## config.mk

```make
export PLATFORM = sky130hd
export DESIGN_NAME = stopwatch_lap_unit
export DESIGN_NICKNAME = d
export VERILOG_FILES = /design/src/rtl/stopwatch_lap_unit.sv
export SDC_FILE = /design/constraint.sdc
export NUM_CORES = 1
export LEC_CHECK = 0
export CAP_MARGIN = 20
export CORE_MARGIN = 1.5
export CORE_UTILIZATION = 23
export DETAILED_ROUTE_END_ITERATION = 7
export PLACE_DENSITY = 0.46
export SLEW_MARGIN = 0
export SYNTH_ARGS = -nofsm -noshare
export SYNTH_HDL_FRONTEND = slang
export SYNTH_SLANG_ARGS = --single-unit
```

## constraint.sdc

```tcl
create_clock -name clk -period 8.9 [get_ports clk]
set_input_delay 0.89 -clock clk [delete_from_list [all_inputs] [get_ports clk]]
set_output_delay 0.89 -clock clk [all_outputs]
set_load 0.02 [all_outputs]
```

## src/rtl/stopwatch_lap_unit.sv

```systemverilog
// SS.ss stopwatch with start/pause, zero-in-pause and a small lap store.
// Time is held as four BCD digits, so it can drive the shared display directly.
module stopwatch_lap_unit #(
    parameter int CLOCK_FREQ = 100_000_000,
    parameter int TICK_HZ    = 100,
    parameter int LAP_DEPTH  = 4
) (
    input  logic        clk,
    input  logic        reset,
    input  logic        enable,
    input  logic        push_m,
    input  logic        push_lap,
    input  logic        view_lap,
    input  logic [2:0]  lap_sel,
    output logic [15:0] segments,
    output logic [3:0]  lap_count,
    output logic        lap_full,
    output logic        running,
    output logic        overflow,
    output logic        finish
);

    localparam int PRESCALE = CLOCK_FREQ / TICK_HZ;
    localparam int PW = (PRESCALE > 2) ? $clog2(PRESCALE) : 1;
    localparam logic [PW-1:0] PRESC_LAST = PW'(PRESCALE - 1);
    localparam logic [3:0] DEPTH = 4'(LAP_DEPTH);

    typedef enum logic [1:0] {IDLE, READY, RUN, PAUSE} state_t;

    state_t          state, state_nx;
    logic [PW-1:0]   presc;
    logic [15:0]     time_bcd;
    logic [15:0]     lap_mem [8];
    logic [15:0]     lap_view;
    logic [15:0]     seg_p1;
    logic [16:0]     time_inc;
    logic            enable_q;
    logic            tick;
    logic            lap_wr;
    logic            zero_req;

    // Returns {carry_out, incremented value}; carry_out marks the 99.99 -> 00.00 wrap.
    function automatic logic [16:0] bcd_inc(input logic [15:0] t);
        logic [16:0] r;
        logic        carry;
        r     = '0;
        carry = 1'b1;
        for (int i = 0; i < 4; i++) begin
            if (carry && t[i*4 +: 4] == 4'd9) begin
                r[i*4 +: 4] = 4'd0;
            end else if (carry) begin
                r[i*4 +: 4] = t[i*4 +: 4] + 4'd1;
                carry       = 1'b0;
            end else begin
                r[i*4 +: 4] = t[i*4 +: 4];
            end
        end
        r[16] = carry;
        return r;
    endfunction

    always_comb begin
        state_nx = state;
        if (!enable) begin
            state_nx = IDLE;
        end else begin
            case (state)
                IDLE:    state_nx = READY;
                READY:   if (push_m) state_nx = RUN;
                RUN:     if (push_m) state_nx = PAUSE;
                PAUSE:   if (push_m) state_nx = RUN;
                default: state_nx = IDLE;
            endcase
        end
    end

    // push_m wins over push_lap when both arrive together.
    assign tick     = enable && (state == RUN) && (presc == PRESC_LAST);
    assign lap_wr   = enable && (state == RUN) && push_lap && !push_m && (lap_count != DEPTH);
    assign zero_req = enable && (state == PAUSE) && push_lap && !push_m;
    assign time_inc = bcd_inc(time_bcd);

    always_comb begin
        lap_view = 16'h0000;
        if ({1'b0, lap_sel} < lap_count) begin
            lap_view = lap_mem[lap_sel];
        end
    end

    always_ff @(posedge clk) begin
        if (reset) begin
            state     <= IDLE;
            presc     <= '0;
            time_bcd  <= 16'h0000;
            overflow  <= 1'b0;
            lap_count <= 4'd0;
            lap_full  <= 1'b0;
            running   <= 1'b0;
            enable_q  <= 1'b0;
            finish    <= 1'b0;
            seg_p1    <= 16'h0000;
        end else begin
            state    <= state_nx;
            running  <= (state_nx == RUN);
            enable_q <= enable;
            finish   <= enable_q & ~enable;
            if (!enable) begin
                presc     <= '0;
                time_bcd  <= 16'h0000;
                overflow  <= 1'b0;
                lap_count <= 4'd0;
                lap_full  <= 1'b0;
            end else begin
                case (state)
                    READY: presc <= '0;
                    RUN: begin
                        presc <= tick ? '0 : presc + PW'(1);
                        if (tick) begin
                            time_bcd <= time_inc[15:0];
                            if (time_inc[16]) overflow <= 1'b1;
                        end
                        if (lap_wr) begin
                            lap_count <= lap_count + 4'd1;
                            lap_full  <= (lap_count + 4'd1 == DEPTH);
                        end
                    end
                    PAUSE: begin
                        if (zero_req) begin
                            presc    <= '0;
                            time_bcd <= 16'h0000;
                            overflow <= 1'b0;
                        end
                    end
                    default: ;
                endcase
            end
            // display stage: one cycle behind time/lap selection
            seg_p1 <= view_lap ? lap_view : time_bcd;
        end
    end

    // Lap entries beyond lap_count are never shown, so the store needs no reset.
    always_ff @(posedge clk) begin
        if (lap_wr) begin
            lap_mem[lap_count[2:0]] <= time_bcd;
        end
    end

    assign segments = seg_p1;

endmodule
```

; Word level (Yosys, flattened, before mapping)
; Memory sizes are Yosys's and may differ from the RTL's.
; Index checks and enable logic that the tools add are counted.
[totals]
output_inout_bits = 24
wordCells = 93
mem_bits_rw = 128
in_bits = 9
regBits = 63
memories = 1
[op_classes]
addsub = 6
muxes = 29
n_eq_ne = 17
n_lt_le_gt_ge = 1
bitwise_logic = 2
n_reduce_logical = 24
[mem_list]
columns = name, depth, width, rd, rd_clocked_by_memory_dff, write_ports, line
row1 = lap_mem, 8, 16, 1, 0, 1, 33  ; logic [15:0] lap_mem [8];
[ops]
columns = op, count
row1 = $mux W16, 4
row2 = $pmux W20 S3, 1
row3 = $mux W20, 2
row4 = $pmux W16 S2, 1
row5 = $mux W4, 7
row6 = $add A20 B1 Y20 const B, 1
row7 = $add A4 B1 Y4 const B, 5
row8 = $eq A20 B20 Y1 const B, 1
row9 = $eq A4 B4 Y1 const B, 4
row10 = $reduce_and A4 Y1, 4
row11 = $logic_and A1 B1 Y1, 11
row12 = $mux W1, 9
row13 = $ne A3 B1 Y1 const B, 3
row14 = $eq A2 B2 Y1 const B, 3
row15 = $mux W2, 3
row16 = $ne A2 B2 Y1 const B, 3
row17 = $pmux W2 S3, 1
row18 = $eq A4 B3 Y1 const B, 1
row19 = $lt A3 B4 Y1, 1
row20 = $ne A4 B3 Y1 const B, 1
row21 = $reduce_and A2 Y1, 2
row22 = $reduce_or A2 Y1, 2
row23 = $reduce_and A3 Y1, 1
row24 = $reduce_bool A3 Y1, 1
row25 = other kinds (7), 7

; Depth between registers and ports, before layout
; Gate-level depths: netlist of the first run.
[logic_depth]
word_depth = 11
mapped_depth = 8
ltp_nobuf = 7

; Worst setup path after synthesis of the first run
; OpenSTA, ideal clock, no wires.
[synth_timing]
kind = input -> register
start = input push_m
end = memory lap_mem[4][0] (enable)
setup_slack_ns = 5.410
required_ns = 8.491
n_path_buf = 0
stages = 4
setup_time_ns = 0.409
t_arrival_ns = 3.081
cell_sequence = nand3b_1 a311oi_1 nand2_1 nor3_1
[synth_via]
elab_chain_cells = 5
[synth_lines]
columns = element, line
row1 = from (decl), 11  ; input logic push_m,
row2 = $logic_not A1 Y1, 79  ; assign lap_wr = enable && (state == RUN) && push_lap && !push_m && (lap_count != DEPTH);
row3 = $logic_and A1 B1 Y1 (2 in series), 79
row4 = $mux W1, 144  ; if (lap_wr) begin
row5 = $mux W1 (implied by the code), 145  ; lap_mem[lap_count[2:0]] <= time_bcd;
row6 = to (decl), 33
; No other way between the ends.

; Worst setup path in the final report of the first run
[layout_timing]
start = input reset
end = register presc[14]
[layout_via]
elab_chain_cells = 1
[layout_lines]
columns = element, line
row1 = from (decl), 9  ; input logic reset,
row2 = $reduce_or A2 Y1 (no line), -
row3 = to (signal assigned), 117  ; presc <= tick ? '0 : presc + PW'(1);
row4 = to (decl), 31  ; logic [PW-1:0] presc;
; No other way between the ends.
; A chain may end at the register's enable or synchronous reset.

==> results.json, run 1 <==
{
  "n_antenna_cell": 0,
  "fin_worst_skew_ns": 0.0163,
  "cp_max_fo": 21,
  "die_h_um": 189,
  "max_freq_mhz": 256,
  "peakVddDrop_mv": 0.125,
  "die_x_um": 189,
  "synth_compound_area_share_pct": 7.08,
  "synthDistinctLibCells": 52,
  "grt_max_degree": 34,
  "antenna_found_initial": 1,
  "hold_class": "register to register",
  "start_util_pct": 23.5,
  "rows": 67,
  "grt_overflow": 0,
  "hold_start": "presc[19]",
  "critPathArrivalTime_ns": 4.27,
  "post_cts_buffers": 0,
  "muxShareOfSynthArea_pct": 12.1,
  "wl_per_cell_um": 17.6,
  "finalHoldViolations": 0,
  "cts-resized-gates": 0,
  "finalWeightedCongestion": 0.753,
  "fin_crit_ns": 3.91,
  "postLayoutCellArea_sq_um": 9440,
  "ys_warn_count": 0,
  "dp_hpwl_mm": 11.5,
  "grt_setup_unrepaired": "no",
  "insertion_delay_ns": 0.44,
  "holdBufCountCts": 0,
  "cts_tree": "built",
  "vias": 4843,
  "worst_slew_pin_slew_ns": 1.01,
  "place.port_buffers": 32,
  "final_cell_mix": "edfxtp_1 (128), dfxtp_1 (63), nor2_1 (38)",
  "synth_fa_ha_area_share_pct": 2.05,
  "status": "finished clean",
  "setup_viol": 0,
  "p_sw_uw": 404,
  "pwr-share-clk_pct": 42.5,
  "ys_ff_latch": 191,
  "ios": 33,
  "seq_area_frac_synth_pct": 64.2,
  "start_kind": "input pin",
  "dr.pass1.iters": 5,
  "netlist_area_sq_um": 7950,
  "drc_errors": 0,
  "mostFrequentLayoutCell": "edfxtp_1",
  "nets": 624,
  "p_int_uw": 1340,
  "area_delta_synth_final_pct": 18.8,
  "clockBufferDepth": 2,
  "setup_tns_ns": 0,
  "clkTransAtPathRegs_ns": 0.08,
  "seqPwrFrac_pct": 53.8,
  "ys_async_sr_fraction_pct": 0,
  "slew_viol_final": 0,
  "synth_edf_count": 128,
  "track_usage_pct": 10.9,
  "via_per_inst": 4.56,
  "syn_nets": 585,
  "synth_ff_type": "edfxtp_1",
  "synth_top_family_by_area": "multiplexers",
  "dpl-instance-area_sq_um": 8870,
  "post-route-period-util_pct": 43.9,
  "r2r-start": "lap_count[3]",
  "pwr_density_cell_nw_per_um2": 185,
  "grt_pass1_vias": 4881,
  "cts_buffers": 17,
  "grt_pass1_wl_mm": 29.5,
  "cts.sinks": 191,
  "wl_mm": 18.7,
  "core_sq_um": 33800,
  "combPwrFrac_pct": 3.7,
  "die_area_sq_um": 35700,
  "layout-drive-gt1-share_pct": 17.2,
  "critical_path_required_ns": 9.26,
  "synth-simple-area-share_pct": 11.5,
  "crit_type": "input pin to register",
  "root_buffer": "clkbuf_16",
  "maxCapViolCount": 0,
  "cp-startpoint": "reset",
  "end_kind": "register",
  "drt-initial-drc-count": 323,
  "syn_avg_cell_area_sq_um": 14.1,
  "cts-htree-levels": 4,
  "netSwitchingFraction_pct": 23.2,
  "relSlewSlack_pct": 32.6,
  "ant_nets": 0,
  "synthCells": 563,
  "synth_xor_area_share_pct": 1.21,
  "cellLeakagePower_uw": 0.00299
}
[stage by stage]
stage / std cells / hold slack [ns] / power, uW / utilization [%] / worst slack (ns)
floorplan: 563 / 0.439 / 1000 / - / 5.41
global placement: 1030 / 0.465 / 1020 / 26.2 / 4.59
detailed placement: 1031 / 0.470 / 1020 / 26.3 / 4.50
CTS: 1063 / 0.480 / 1760 / 28.0 / 4.96
global route: 1063 / 0.507 / 1810 / 28.0 / 4.65
finish: 1063 / 0.479 / 1740 / 28.0 / 4.99
[worst max-delay path, cell delays in order]
cell and delay, ns:
clkdlybuf4s50_1 0.91, nand2b_1 0.77, inv_1 0.59, nand2_1 0.17, a21oi_1 0.56, a41oi_1 0.19
a31oi_1 0.19
[power by group through the flow]
stage	clock, uW	sequential [uW]	combinational [uW]
after global routing	799	938	70.2
after global placement	0	958	64.6
final	741	937	64.3
after floorplan	0	960	41.1
after detailed placement	0	958	65.8
after CTS	761	937	66.1
[final timing paths]
path                                      end  slack (ns)  cells past startpoint
worst min-delay path                presc[19]        0.48                      2
worst max-delay path                presc[14]        4.99                      7
worst max register to register  lap_mem[6][8]        5.95                      5
worst min register to register      presc[19]        0.48                      2
[logic make-up after synthesis]
kind of cell               after synthesis
DFF                                    191
xor gates and xnor gates                11
buffers and inverters                   37
and+or+nand+nor                        168
AOI/OAI and AO/OA                       89
adders and majority gates               13
muxes                                   54
[state kept, by name (all words and copies together), names as in the netlist]
signal	flops
lap_count	4
enable_q	1
segments	16
lap_full	1
state	2
lap_mem	128
presc	20
finish	1
overflow	1
time_bcd	16
running	1
[cell usage after synthesis (3+ instances only)]
master	instances	area share, %
mux4_2	32	9.1
edfxtp_1	128	48
mux2_2	17	2.4
a21o_1	3	0.28
o211ai_1	16	1.5
buf_2	5	0.31
nand2b_1	22	1.7
dfxtp_1	63	16
nor4_1	6	0.47
a41oi_1	4	0.44
nand3b_1	4	0.38
nand3_1	17	1.1
inv_1	11	0.52
o21ai_0	12	0.76
nand2_1	26	1.2
a21oi_1	33	2.1
xor2_1	7	0.77
ha_1	13	2.0
clkbuf_1	19	0.90
and2_1	3	0.24
and3_1	5	0.39
xnor2_1	4	0.44
nor3_1	10	0.63
o31ai_1	3	0.28
or3_1	3	0.24
mux2i_1	5	0.63
a31oi_1	7	0.55
nand4_1	15	1.2
or4_1	3	0.28
nor2_1	38	1.8
[metal layers]
| layer | global-route usage, % | wire length, um |
|---|---|---|
| met1 | 14.9 | 9050 |
| met5 | 0 | 0 |
| met2 | 17.7 | 8890 |
| met4 | 2.87 | 194 |
| met3 | 2.19 | 579 |
[area by class of cell]
cell class	instances	area, sq um
inverters	11	41.3
well taps	448	561
clock inverters	14	146
fillers	3418	24300
flip-flops and latches	191	5100
multi-input cells	335	2720
clock buffers	18	429
repair buffers	46	440
No activity file was read; power rests on OpenSTA's default activity.
==> run 2: changes to the inputs <==
==> constraint.sdc (replaced) <==
create_clock -name clk -period 3.9 [get_ports clk]
set_input_delay 0.39 -clock clk [delete_from_list [all_inputs] [get_ports clk]]
set_output_delay 0.39 -clock clk [all_outputs]
set_load 0.02 [all_outputs]
==> run 2 against run 1 <==
  * Clock power up 130%
  * Flip-flop and latch count unchanged
  * Via count down 1.9%
  * Final area up 0.48%
  * Cell count up 0.66%
  * Global-route usage down 0.29 points
  * Combinational power up 130%
  * Power up 130%
  * Sequential share of layout area down 0.26 points
  * Routed wire length down 2.4%
  * Clock-buffer cell count down 1
  * Utilization up 0.13 points
  * Largest power group unchanged
==> results.json, run 2 (synthesis gave the netlist of run 1 again) <==
{
  "grt_overflow": 0,
  "ios": 33,
  "status": "finished clean",
  "largest_reg_flops": 128,
  "mostFrequentLayoutCell": "edfxtp_1",
  "post-route-period-util_pct": 64.7,
  "dr_wl_met2_mm": 8.75,
  "vias": 4753,
  "die_h_um": 189,
  "clkTransAtPathRegs_ns": 0.07,
  "peakVddDrop_mv": 0.301,
  "via_per_inst": 4.44,
  "end_kind": "register",
  "grt_setup_unrepaired": "no",
  "place.port_buffers": 32,
  "critical_path_required_ns": 4.27,
  "cts_tree": "built",
  "drc_errors": 0,
  "post_cts_buffers": 0,
  "fin_worst_skew_ns": 0.0106,
  "cellLeakagePower_uw": 0.00298,
  "dp_hpwl_mm": 11.6,
  "critPathArrivalTime_ns": 2.90,
  "cp_max_fo": 14,
  "finalHoldViolations": 0,
  "wl_met3_um": 589,
  "slew_viol_final": 0,
  "pwr_density_cell_nw_per_um2": 422,
  "start_util_pct": 23.5,
  "relSlewSlack_pct": 38.7,
  "die_x_um": 189,
  "antenna_found_initial": 0,
  "track_usage_pct": 10.6,
  "ant_nets": 0,
  "insertion_delay_ns": 0.43,
  "cts-resized-gates": 0,
  "dr.pass1.iters": 5,
  "cts_buffers": 17,
  "holdBufCountCts": 0,
  "start_kind": "register",
  "final_cell_mix": "edfxtp_1 (128), dfxtp_1 (63), nor2_1 (38)",
  "crit_type": "register to register",
  "nets": 631,
  "core_sq_um": 33800,
  "clockBufferDepth": 2,
  "m1WireLength_mm": 8.87,
  "cts.sinks": 191,
  "cts-htree-levels": 4,
  "setup_tns_ns": 0,
  "power_uw": 4000,
  "area_delta_synth_final_pct": 19.3,
  "fin_crit_ns": 2.52,
  "n_antenna_cell": 0,
  "wl_per_cell_um": 17.1,
  "routed.top_layer": "met4",
  "setup_viol": 0,
  "grt_max_degree": 23,
  "root_buffer": "clkbuf_16",
  "wl_mm": 18.3,
  "hold_class": "register to register",
  "layout-drive-gt1-share_pct": 18.2,
  "die_area_sq_um": 35700,
  "nFillCells": 3431,
  "worst_slew_pin_slew_ns": 0.896,
  "drt-initial-drc-count": 261,
  "finalWeightedCongestion": 0.730,
  "grt_pass1_wl_mm": 28.8,
  "grt_pass1_vias": 4881,
  "maxCapViolCount": 0,
  "max_freq_mhz": 396,
  "rows": 67
}
## run 2: cell count changes in the layout (fill, tap and decap cells not counted), sizes merged
| cell | change |
|---|---|
| buf | +7 |
| clkbuf | -1 |
| bufinv | +1 |
## run 2: final timing paths
path / slack (ns) / from / depth (start not counted) / to
hold reg to reg: 0.46 / enable_q / 1 / finish
setup reg to reg: 1.38 / time_bcd[0] / 7 / time_bcd[15]
hold / removal: 0.46 / enable_q / 1 / finish
setup / recovery: 1.38 / time_bcd[0] / 7 / time_bcd[15]
## run 2: power breakdown
part	internal (uW)	total, uW	switching [uW]
Sequential	2140	2140	3.34
Combinational	69.0	149	80.1
Clock	902	1710	810
## run 2: through the flow
| stage | setup WS [ns] | instance area (sq um) | utilization (%) | hold WS, ns | cells |
|---|---|---|---|---|---|
| after floorplan | 0.469 | 7950 | - | 0.439 | 563 |
| after global placement | 1.21 | 8910 | 26.4 | 0.457 | 1038 |
| after detailed placement | 1.16 | 8910 | 26.4 | 0.460 | 1038 |
| after CTS | 1.35 | 9490 | 28.1 | 0.467 | 1070 |
| after global routing | 1.16 | 9490 | 28.1 | 0.491 | 1070 |
| final | 1.38 | 9490 | 28.1 | 0.462 | 1070 |
## run 2: cell type report
cell class | instances | area (sq um) | area share (%)
clock buffers | 17 | 425 | 4.48
clock inverters | 15 | 150 | 1.58
inverters | 11 | 41.3 | 0.435
multi-input cells | 335 | 2720 | 28.7
flip-flops and latches | 191 | 5100 | 53.8
well taps | 448 | 561 | 5.91
repair buffers | 53 | 485 | 5.12
## run 2: metal layers
layer	vias up	GRT usage [%]
li1	2288	-
met1	2388	14.6
met2	73	17.0
met3	4	2.43
met4	0	2.44
met5	-	0
## run 2: worst max-delay path, cell delays in order (launching register included)
cell	delay [ns]
dfxtp_1	0.62
ha_1	0.26
nand3b_1	0.16
nor4_1	0.50
buf_4	0.23
nand4_1	0.21
nor4_1	0.32
a311o_1	0.15
==> run 3: changes to the inputs <==
==> constraint.sdc (replaced) <==
create_clock -name clk -period 2.54 [get_ports clk]
set_input_delay 0.254 -clock clk [delete_from_list [all_inputs] [get_ports clk]]
set_output_delay 0.254 -clock clk [all_outputs]
set_load 0.02 [all_outputs]
==> run 3 against run 2 <==
  * Combinational power is 61% higher
  * First-iteration DRC count fell by 1.1%
  * Die area is the same
  * Utilization rose by 0.99 points
  * Fmax is 9.2% higher
  * Cell count rose by 2.0%
  * Sequential power increased by 54%
  * Clock skew is 0.0044 ns higher
  * Flip-flop and latch count unchanged
  * Setup slack worse by 1.1 ns
  * Final area up 3.5%
==> results.json, run 3 (synthesis gave the netlist of run 1 again) <==
{
  "status": "finished clean",
  "layout-drive-gt1-share_pct": 21.8,
  "post-route-period-util_pct": 91.0,
  "slew_viol_final": 0,
  "reg2reg_depth": 5,
  "ios": 33,
  "cts_tree": "built",
  "multiInputGateArea_sq_um": 2770,
  "critical_path_required_ns": 2.86,
  "area_delta_synth_final_pct": 23.6,
  "start_kind": "register",
  "pwr_density_cell_nw_per_um2": 628,
  "nFillCells": 3406,
  "r2r-end": "time_bcd[5]",
  "wl_per_cell_um": 16.8,
  "grt_pass1_vias": 4876,
  "fin_ws_ns": 0.229,
  "insertion_delay_ns": 0.44,
  "end_kind": "register",
  "ant_nets": 0,
  "hold-path-cell-count": 1,
  "clockBufferDepth": 2,
  "cp_max_fo": 8,
  "dp.cells": 1059,
  "grt_overflow": 0,
  "grt_setup_unrepaired": "no",
  "critPathArrivalTime_ns": 2.63,
  "setup_viol": 0,
  "wl_mm": 18.4,
  "clkTransAtPathRegs_ns": 0.08,
  "rows": 67,
  "crit_path_end": "time_bcd[5]",
  "track_usage_pct": 10.6,
  "cts.sinks": 191,
  "peakVddDrop_mv": 0.497,
  "dp_hpwl_mm": 11.6,
  "cts_buffers": 17,
  "cts-resized-gates": 0,
  "grt_pass1_wl_mm": 28.7,
  "max_freq_mhz": 433,
  "post_cts_buffers": 0,
  "drc_errors": 0,
  "r2r-start": "presc[8]",
  "fin_crit_ns": 2.31,
  "place.port_buffers": 32,
  "start_util_pct": 23.5,
  "hold_class": "register to register",
  "via_per_inst": 4.45,
  "maxCapViolCount": 0,
  "antenna_found_initial": 0,
  "crit_type": "register to register",
  "core_sq_um": 33800,
  "regArea_sq_um": 5110,
  "largest_reg_flops": 128,
  "finalHoldViolations": 0,
  "vias": 4854,
  "setup_tns_ns": 0,
  "instances_no_fill": 1091,
  "dr.pass1.iters": 6,
  "n_antenna_cell": 0,
  "final_cell_mix": "edfxtp_1 (128), dfxtp_1 (62), nor2_1 (35)",
  "fin_worst_skew_ns": 0.0150,
  "root_buffer": "clkbuf_16",
  "die_x_um": 189,
  "cellLeakagePower_uw": 0.00313,
  "finalWeightedCongestion": 0.746,
  "die_area_sq_um": 35700,
  "relSlewSlack_pct": 54.6,
  "holdBufCountCts": 0,
  "drt-initial-drc-count": 258,
  "nets": 652,
  "post-place-ws_ns": 0.0714,
  "die_h_um": 189,
  "mostFrequentLayoutCell": "edfxtp_1",
  "r2r_setup_slack_ns": 0.23,
  "worst_slew_pin_slew_ns": 0.674,
  "cp-startpoint": "presc[8]",
  "cts-htree-levels": 4,
  "whs_ns": 0.481,
  "grt_max_degree": 34
}
[run 3: power by group]
group	internal (uW)	total (uW)	switching, uW
clock	1380	2650	1260
sequential	3280	3290	4.43
combinational	113	240	126
total	4780	6170	1390
[run 3: worst min path at each step]
stage / start / to / slack, ns
6_report: enable_q / finish / 0.48
3_3_place_gp: presc[19] / presc[19] / 0.47
2_1_floorplan: enable / finish / 0.33
4_1_cts: enable_q / finish / 0.48
5_1_grt: enable_q / finish / 0.48
3_5_place_dp: enable_q / finish / 0.47
[run 3: per-layer routing]
| metal | GRT usage, % | up-vias | wire, um | part of all wire, % |
|---|---|---|---|---|
| met3 | 2.54 | 13 | 680 | 3.7 |
| met2 | 17.0 | 88 | 8640 | 47 |
| met4 | 2.72 | 0 | 146 | 0.80 |
| li1 | - | 2324 | - | - |
| met1 | 14.4 | 2429 | 8880 | 48 |
| met5 | 0 | - | 0 | 0 |
[run 3: area by class of cell]
cell class                      count  area share [%]
Multi-Input combinational cell    335            28.2
Timing Repair Buffer               74            7.82
Tap cell                          448            5.71
Inverter                           11           0.420
Sequential cell                   191            52.0
Clock buffer                       17            4.33
Clock inverter                     15            1.54
[run 3: stage by stage]
step                total power [uW]  area, sq um  util [%]
CTS                             6240         9820      29.1
detailed placement              3600         9250      27.4
global placement                3600         9250      27.4
global route                    6390         9820      29.1
finish                          6170         9820      29.1
floorplan                       3510         8010         -
[run 3: critical path, stage by stage (launching register included)]
cell	delay (ns)
dfxtp_1	0.37
or4b_4	0.56
nor4_4	0.35
nand3_1	0.29
a21boi_1	0.28
mux2_2	0.35
